<file path="src/rtl/johnson_seq_pkg.sv">
// johnson_seq_pkg: sequencer FSM states and step-direction encodings
// shared by johnson_seq_ctrl and johnson_core.
package johnson_seq_pkg;

   typedef enum logic [1:0] {
      ST_IDLE = 2'd0,
      ST_RUN  = 2'd1,
      ST_DONE = 2'd2
   } state_t;

   localparam logic DIR_FWD = 1'b0;
   localparam logic DIR_REV = 1'b1;

endpackage

</file>
<file path="src/rtl/johnson_core.sv">
// johnson_core: WIDTH-bit Johnson register, one shift per step_en,
// direction chosen by dir (DIR_FWD / DIR_REV).
module johnson_core
   import johnson_seq_pkg::*;
#(
   parameter int WIDTH = 4
) (
   input  logic             Clock,
   input  logic             Reset_n,
   input  logic             step_en,
   input  logic             dir,
   output logic [WIDTH-1:0] count
);

   always_ff @(posedge Clock or negedge Reset_n) begin
      if (!Reset_n) begin
         count <= '0;
      end else if (step_en) begin
         if (dir == DIR_REV)
            count <= {~count[0], count[WIDTH-1:1]};
         else
            count <= {count[WIDTH-2:0], ~count[WIDTH-1]};
      end
   end

endmodule

</file>
<file path="src/rtl/johnson_seq_ctrl.sv">
// johnson_seq_ctrl: runs a Johnson counter for a requested number of steps
// at a divided rate; reverse stepping only with JOHNSON_SEQ_REVERSE_EN.
module johnson_seq_ctrl
   import johnson_seq_pkg::*;
#(
   parameter int WIDTH = 4,
   parameter int CNT_W = 8,
   parameter int DIV_W = 8
) (
   input  logic             Clock,
   input  logic             Reset_n,
   input  logic             Start,
   input  logic [CNT_W-1:0] Steps,
   input  logic [DIV_W-1:0] Div,
   input  logic             Dir,
   input  logic             Hold,
   input  logic             Abort,
   output logic [WIDTH-1:0] Count_out,
   output logic             Busy,
   output logic             Done,
   output logic             Step_strobe,
   output logic [CNT_W-1:0] Steps_left
);

   state_t           state, state_d;
   logic [DIV_W-1:0] presc, presc_d;
   logic [DIV_W-1:0] div_q, div_d;
   logic [CNT_W-1:0] left_d;
   logic             dir_q, dir_d;
   logic             dir_start;
   logic             step;

`ifdef JOHNSON_SEQ_REVERSE_EN
   assign dir_start = Dir;
`else
   logic unused_dir;
   assign unused_dir = Dir;
   assign dir_start  = DIR_FWD;
`endif

   always_ff @(posedge Clock or negedge Reset_n) begin
      if (!Reset_n) begin
         state       <= ST_IDLE;
         presc       <= '0;
         div_q       <= '0;
         dir_q       <= DIR_FWD;
         Steps_left  <= '0;
         Busy        <= 1'b0;
         Done        <= 1'b0;
         Step_strobe <= 1'b0;
      end else begin
         state       <= state_d;
         presc       <= presc_d;
         div_q       <= div_d;
         dir_q       <= dir_d;
         Steps_left  <= left_d;
         Busy        <= (state_d == ST_RUN);
         Done        <= (state == ST_DONE);
         Step_strobe <= step;
      end
   end

   always_comb begin
      state_d = state;
      presc_d = presc;
      div_d   = div_q;
      dir_d   = dir_q;
      left_d  = Steps_left;
      step    = 1'b0;
      unique case (state)
         ST_IDLE: begin
            if (Start && !Abort) begin
               div_d   = Div;
               dir_d   = dir_start;
               presc_d = '0;
               left_d  = Steps;
               state_d = (Steps == '0) ? ST_DONE : ST_RUN;
            end
         end
         ST_RUN: begin
            // Abort wins over a step landing on the same edge
            if (Abort) begin
               state_d = ST_IDLE;
            end else if (!Hold) begin
               if (presc == div_q) begin
                  step    = 1'b1;
                  presc_d = '0;
                  left_d  = Steps_left - CNT_W'(1);
                  if (Steps_left == CNT_W'(1))
                     state_d = ST_DONE;
               end else begin
                  presc_d = presc + DIV_W'(1);
               end
            end
         end
         ST_DONE: state_d = ST_IDLE;
         default: state_d = ST_IDLE;
      endcase
   end

   johnson_core #(
      .WIDTH(WIDTH)
   ) u_core (
      .Clock  (Clock),
      .Reset_n(Reset_n),
      .step_en(step),
      .dir    (dir_q),
      .count  (Count_out)
   );

endmodule

</file>
<file path="config.mk">
export PLATFORM = sky130hd
export DESIGN_NAME = johnson_seq_ctrl
export DESIGN_NICKNAME = d
export VERILOG_FILES = /design/src/rtl/johnson_seq_pkg.sv /design/src/rtl/johnson_core.sv /design/src/rtl/johnson_seq_ctrl.sv
export SDC_FILE = /design/constraint.sdc
export NUM_CORES = 1
export LEC_CHECK = 0
export CAP_MARGIN = 20
export CORE_AREA = 3 3 63 65
export DETAILED_ROUTE_END_ITERATION = 16
export DIE_AREA = 0 0 66 68
export PLACE_DENSITY = 0.84
export SLEW_MARGIN = 5
export SYNTH_ARGS = -nofsm -noshare
export SYNTH_HDL_FRONTEND = slang
export SYNTH_SLANG_ARGS = --single-unit
</file>
<file path="constraint.sdc">
create_clock -name Clock -period 2.66 [get_ports Clock]
set_clock_uncertainty 0.2 [all_clocks]
set_input_delay 0.665 -clock Clock [delete_from_list [all_inputs] [get_ports Clock]]
set_output_delay 0.665 -clock Clock [all_outputs]
set_load 0.02 [all_outputs]
</file>
=== Yosys cells after proc, flatten, opt, wreduce, memory -nomap -nowiden ===
Cells that the tools add are included.

* Register bits after elaboration: 33
* Input port bits: 22
* Logic and storage cells: 49
* Output and inout port bits: 15

* Equality and inequality tests: 9
* Add/sub/neg operators: 2
* Bitwise operators: 1
* Mux-type cells: 21
* Reduce and logical (&&, ||, !) cells: 8

{| class="wikitable"
|+ Operators by type and width
! cell !! count
|-
| $mux 8 || 8
|-
| $pmux 8 s2 || 2
|-
| $mux 2 || 6
|-
| $add 8x1->8 const B || 1
|-
| $eq 8x1->1 const B || 1
|-
| $eq 8x8->1 || 1
|-
| $logic_not 8->1 || 1
|-
| $ne 2x2->1 const B || 4
|-
| $sub 8x1->8 const B || 1
|-
| $reduce_and 5->1 || 1
|-
| $eq 2x1->1 const B || 2
|-
| $mux 1 || 4
|-
| $pmux 2 s2 || 1
|-
| $reduce_and 4->1 || 1
|-
| $eq 2x2->1 const B || 1
|-
| $logic_not 2->1 || 1
|-
| $reduce_and 2->1 || 1
|-
| $reduce_bool 2->1 || 1
|-
| $logic_and 1x1->1 || 1
|-
| $logic_not 1->1 || 1
|-
| $not 1->1 || 1
|}

=== Depth between registers and ports, before layout ===
Gate-level depths: netlist of run 1.

* Depth after elaboration: 7
* Mapped depth: 7
* Gate-level depth less buffers: 7

=== Hierarchy ===
Synthesis of run 1 repeated with hierarchy kept, for this count alone.

* Cell total of the unflattened synthesis: 184
* Area, all modules: 1831.8 µm²

{| class="wikitable"
|+ Modules (own cells, without submodules)
! module !! times used !! cells each !! area an instance (µm²) !! seq. area each (µm²)
|-
| johnson_seq_ctrl || 1 || 165 || 1636.6 || 725.7
|-
| johnson_core || 1 || 19 || 195.2 || 100.1
|}

=== Least setup slack after synthesis of run 1 ===
OpenSTA, ideal clock, no wires.

* Path kind: input to register
* Start point: input Start
* End point: register u_core.count[1]
* Setup time: 125 ps
* Data arrival time: 1796 ps
* Stages: 5
* Buffers on the path: 1
* Slack: 539 ps
* Required time: 2335 ps
* Path through: nor2b_1 o21ai_1 or3_1 buf_2 mux2_4

{| class="wikitable"
|+ RTL lines
! what !! RTL line !! source
|-
| start: declaration || johnson_seq_ctrl.sv:12 || <nowiki>input logic Start,</nowiki>
|-
| end signal: assignment || johnson_core.sv:20 || <nowiki>count <= {~count[0], count[WIDTH-1:1]};</nowiki>
|-
| end signal: assignment || johnson_core.sv:22 || <nowiki>count <= {count[WIDTH-2:0], ~count[WIDTH-1]};</nowiki>
|-
| end: declaration || johnson_core.sv:12 || <nowiki>output logic [WIDTH-1:0] count</nowiki>
|}

=== Worst setup path in the final report of run 1 ===
* Start point: register Steps_left[4]
* End point: output Steps_left[4]

{| class="wikitable"
|+ RTL lines
! what !! RTL line !! source
|-
| start: declaration || johnson_seq_ctrl.sv:22 || <nowiki>output logic [CNT_W-1:0] Steps_left</nowiki>
|-
| start signal: assignment || johnson_seq_ctrl.sv:56 || <nowiki>Steps_left <= left_d;</nowiki>
|}

No word-level cell between the ends.

==> results of run 1 <==
## sequential cells by signal, summed over array words and instances (netlist names)
| name | flops |
|---|---|
| Steps_left | 8 |
| div_q | 8 |
| presc | 8 |
| u_core.count | 4 |
| state | 2 |
| Busy | 1 |
| Done | 1 |
| Step_strobe | 1 |
## kinds of logic after synthesis
family | count (synthesis) | share of synthesized area
adder cells (fa/ha/maj) | 3 | 0.0223
buffers and inverters | 12 | 0.0289
flip-flops | 33 | 0.490
multiplexers | 13 | 0.0920
AND/OR/NAND/NOR | 59 | 0.168
AO/OA/AOI/OAI | 38 | 0.137
XOR/XNOR | 12 | 0.0623
## worst max path at each step
stage / startpoint / endpoint / slack (ns) / depth (start not counted)
CTS: Steps_left[4] / Steps_left[4] / 0.35 / 1
global route: presc[2] / u_core.count[3] / 0.27 / 5
detailed placement: Start / u_core.count[3] / 0.12 / 5
finish: Steps_left[4] / Steps_left[4] / 0.35 / 1
global placement: Start / u_core.count[3] / 0.11 / 5
floorplan: Start / u_core.count[1] / 0.54 / 5
## routing by layer
metal / GRT usage / share of wire
met1: 0.229 / 0.45
met2: 0.277 / 0.48
met3: 0.0378 / 0.048
met4: 0.0685 / 0.013
met5: 0 / 0
## placed cells by master, fill, tap and decap left out
cell type and count:
mux2i_1 2, nand2_1 14, or2_2 1, xnor2_1 10, ha_1 3, buf_4 9, nor4_1 4, a32o_1 1
o21ai_1 2, mux2_4 3, mux2_2 8, nand2b_1 2, a22o_1 2, o22ai_1 2, a21o_1 1, xor2_1 2
nand4_1 3, clkbuf_8 2, clkinv_2 1, o2bb2ai_1 2, nor2_1 16, nor2b_1 4, clkdlybuf4s50_1 35, o21ai_0 6
nand3_1 6, nor3_1 5, or3b_2 1, o31ai_1 3, o21a_1 2, a21oi_1 16, or2_0 1, inv_1 5
a31o_2 1, clkbuf_4 5, or3_1 1, dfrtp_1 33, nor2_2 1
## final cells by class
| type | instances | area, sq um |
|---|---|---|
| multi-input combinational | 125 | 812 |
| sequential | 33 | 826 |
| inverter | 5 | 18.8 |
| fill | 269 | 1190 |
| clock inverter | 1 | 5.00 |
| clock buffer | 7 | 65.1 |
| timing repair buffer | 44 | 418 |
| tap | 46 | 57.6 |
## power by group through the flow
stage               clock (mW)  combinational (mW)  sequential, mW
CTS                      0.324               0.712           0.791
global route             0.348               0.774           0.817
detailed placement           0               0.710           0.802
floorplan                    0               0.358           0.847
global placement             0               0.690           0.797
finish                   0.315               0.707           0.791
## through the flow
| stage | total power, mW | utilization | cell area (sq um) |
|---|---|---|---|
| final | 1.81 | 0.650 | 2200 |
| after global routing | 1.94 | 0.650 | 2200 |
| after CTS | 1.83 | 0.650 | 2200 |
| after detailed placement | 1.51 | 0.629 | 2130 |
| after global placement | 1.49 | 0.629 | 2130 |
| after floorplan | 1.20 | - | 1690 |
==> results.cfg, run 1 <==
[sta]
fin_worst_hold_slack_ns = 0.301
slew_headroom = 0.576
worst_pin_slew_ns = 0.632
fin_crit_ns = 2.31
setup-violations-final = 0
setup_slack_ns = 0.353
maxSlewViolCount = 0
tns_ns = 0
fin_crit_sh = 0.867
rsz0062_at_grt = false
fmax_mhz = 433
hold_viol = 0

[worst_setup_path]
crit_type = reg -> out
cp_num_buf_inv = 1
crit_family = buffers and inverters
arrival_ns = 1.44
required_ns = 1.79
r2r_start = presc[2]
critPathMaxFanout = 6
r2r_slack_ns = 0.43
max_stage_delay_ns = 0.65
critPathCaptureType = primary output
crit_chain = clkdlybuf4s50_1
cp-start-kind = register
cp_slowest_cell = clkdlybuf4s50_1
worstReg2RegEnd = u_core.count[3]
r2r_cells = 5

[hold_path]
holdPathStages = 1
hold_end = u_core.count[0]
hp-class = reg -> reg
min-delay-start = u_core.count[3]

[synth]
ys_types = 34
synth-main-ff-cell = dfrtp_1
synth_largest_area_cell = dfrtp_1
syn_nets = 195
synth_cells = 170
synth_most_common_cell = dfrtp_1
yosys_warnings = 0
ys_ff_latch = 33
async_flop_share = 1.00
yosysTopAreaCellShare = 0.490
synth_edf_count = 0
synthTopCellsByArea = dfrtp_1 (49%), mux2_2 (5.3%), xnor2_1 (5.2%)
syn_area_sq_um = 1690
seq_area_frac_synth = 0.490
ys_top_cells_by_count = dfrtp_1 (33), a21oi_1 (16), nor2_1 (16)
syn_avg_cell_area_sq_um = 9.92

[power_and_ir_drop]
powerDensity_nw_per_um2 = 823
vdd_drop_max_uv = 470
power_frac_clock = 0.174
comb_power_share = 0.390
power.switching_mw = 0.651
internal_power_mw = 1.16
switching_share = 0.359
p_leak_nw = 0.941
pwr-share-seq = 0.436

[clock_network]
cts_tree = done
cts_htree_levels = 2
postCtsSetupBuffers = 0
cts_resized = 0
root_buffer = clkbuf_4
clk_latency_ns = 0.33
cts_max_path_buffers = 2
cts_buffers = 5
hold_buffers = 0
clkTransAtPathRegs_ns = 0.10
clock_sinks = 33

[global_routing]
antenna_found_initial = 0
first_global_vias = 1307
grt_max_degree = 34
grt_usage = 0.173
gr-total-overflow = 0
grt_pass1_wl_um = 5940

[route]
routedWlPerCell_um = 13.3
via_count = 1418
routed_wl_um = 3480
drt_iter0_markers = 127
drt_pass1_iterations = 4
ant_nets = 0
drcViolationCount = 0
viasPerCell = 5.43

[floorplanning]
initial_core_util = 0.498
core.rowCount = 21
pin_count = 37
die_h_um = 68
die-area_sq_um = 4490
fp.dieW_um = 66
core_area_sq_um = 3390

[place]
dp_hpwl_um = 2640
gp_congestion = 0.938
post-place-ws_ns = 0.124
port_buffers = 35
dp_cells = 253

[finish]
stdcell_count = 261
final_nets = 239
synthToLayoutAreaGrowth_pct = 30.6
antenna_cells = 0
drive_gt1_frac = 0.149

[run]
maxCapViolCount = 0

[outcome]
status = completed
Power figures use the tool's default switching activity.
==> run 2: changes to the inputs <==
--- a/config.mk
+++ b/config.mk
@@ -9,7 +9,7 @@
 export CORE_AREA = 3 3 63 65
 export DETAILED_ROUTE_END_ITERATION = 16
 export DIE_AREA = 0 0 66 68
-export PLACE_DENSITY = 0.84
+export PLACE_DENSITY_LB_ADDON = 0.1
 export SLEW_MARGIN = 5
 export SYNTH_ARGS = -nofsm -noshare
 export SYNTH_HDL_FRONTEND = slang
==> run 2 against run 1 <==
Critical path depth unchanged. Via count down 1.9%. Global-route usage up 0.82 points. Total power down 2.4%. Setup slack better by 0.0026 ns. Maximum frequency up 0.11%. Sequential power about the same. Die area unchanged. Utilization down 0.89 points. Critical endpoint unchanged. Hold slack worse by 0.0076 ns. Combinational power down 2%. First-iteration DRC count down 30%.
==> results.cfg, run 2 (synthesized netlist as in run 1, its figures left out) <==
[power_and_ir_drop]
comb_power_share = 0.394
power_frac_clock = 0.160
power.switching_mw = 0.643
pwr-share-seq = 0.446
switching_share = 0.363
vdd_drop_max_uv = 391
internal_power_mw = 1.13
powerDensity_nw_per_um2 = 814
p_leak_nw = 0.921

[route]
drt_iter0_markers = 89
viasPerCell = 5.39
routedWlPerCell_um = 14.1
routed_wl_um = 3650
drcViolationCount = 0
ant_nets = 0
drt_pass1_iterations = 4
via_count = 1391

[finish]
seqCellArea_sq_um = 826
fill_cells = 262
synthToLayoutAreaGrowth_pct = 28.8
top_regs = Steps_left (8), div_q (8), presc (8)
stdcell_count = 258
drive_gt1_frac = 0.132
multi_input_area_sq_um = 812
antenna_cells = 0
final_nets = 237
mostFrequentLayoutCell = clkdlybuf4s50_1
mostFrequentLayoutCells = clkdlybuf4s50_1 (35), dfrtp_1 (33), nor2_1 (16), a21oi_1 (16), nand2_1 (14)
utilization = 0.641

[floorplanning]
die_h_um = 68
pin_count = 37
core_area_sq_um = 3390
die-area_sq_um = 4490
fp.dieW_um = 66
core.rowCount = 21
initial_core_util = 0.498

[place]
port_buffers = 35
post-place-ws_ns = 0.106
gp_congestion = 0.880
dp_cells = 251
dp_hpwl_um = 2680

[worst_setup_path]
critPathCaptureType = primary output
crit_chain = clkdlybuf4s50_1
cp-start-kind = register
max_stage_delay_ns = 0.64
critPathMaxFanout = 6
required_ns = 1.79
cp_slowest_cell = clkdlybuf4s50_1
arrival_ns = 1.44
cp_num_buf_inv = 1
crit_family = buffers and inverters
crit_type = reg -> out

[clock_network]
clkTransAtPathRegs_ns = 0.10
cts_resized = 0
root_buffer = clkbuf_4
clk_latency_ns = 0.35
postCtsSetupBuffers = 0
cts_tree = done
cts_htree_levels = 2
cts_max_path_buffers = 2
clock_sinks = 33
hold_buffers = 0
cts_buffers = 5

[sta]
maxSlewViolCount = 0
fin_worst_hold_slack_ns = 0.294
worst_pin_slew_ns = 0.704
fin_crit_ns = 2.30
setup-violations-final = 0
setup_slack_ns = 0.355
fin_crit_sh = 0.866
tns_ns = 0
hold_viol = 0
rsz0062_at_grt = false
slew_headroom = 0.528
fmax_mhz = 434

[outcome]
status = completed

[run]
maxCapViolCount = 0

[hold_path]
hp-class = reg -> reg

[global_routing]
gr-total-overflow = 0
first_global_vias = 1390
grt_max_degree = 34
grt_usage = 0.181
grt_pass1_wl_um = 6070
antenna_found_initial = 0
[run 2: cell types whose count changed in the layout (fill, tap and decap cells not counted), sizes merged]
cell,delta
buf,-2
clkinv,-1
[run 2: worst paths after layout]
| kind | from | slack [ns] | cells past startpoint | end |
|---|---|---|---|---|
| worst max-delay path | Steps_left[4] | 0.36 | 1 | Steps_left[4] |
| worst min-delay path | u_core.count[3] | 0.29 | 1 | u_core.count[0] |
| worst max register to register | presc[2] | 0.42 | 5 | u_core.count[3] |
| worst min register to register | u_core.count[3] | 0.29 | 1 | u_core.count[0] |
| max in group asynchronous | Reset_n | 1.44 | 2 | presc[3] |
| min in group asynchronous | Reset_n | 0.51 | 2 | state[1] |
[run 2: layout make-up]
class                           instances  share of cell area
Timing Repair Buffer                   42               0.185
Sequential cell                        33               0.380
Clock buffer                            7              0.0253
Inverter                                5             0.00864
Multi-Input combinational cell        125               0.374
Tap cell                               46              0.0265
[run 2: metrics by stage]
stage | power [mW] | instance area (sq um)
floorplan | 1.20 | 1690
global placement | 1.47 | 2120
detailed placement | 1.50 | 2120
CTS | 1.78 | 2170
global route | 1.89 | 2170
finish | 1.77 | 2170
[run 2: routing by layer]
metal / GRT usage / wire (um)
met4: 0.0964 / 71
met1: 0.220 / 1590
met2: 0.299 / 1740
met3: 0.0443 / 249
met5: 0 / 0
[run 2: power groups by stage]
stage,Combinational (mW),Clock [mW],Sequential (mW)
3_5_place_dp,0.697,0,0.800
3_3_place_gp,0.683,0,0.792
2_1_floorplan,0.358,0,0.847
5_1_grt,0.771,0.310,0.813
6_report,0.696,0.283,0.789
4_1_cts,0.700,0.291,0.789
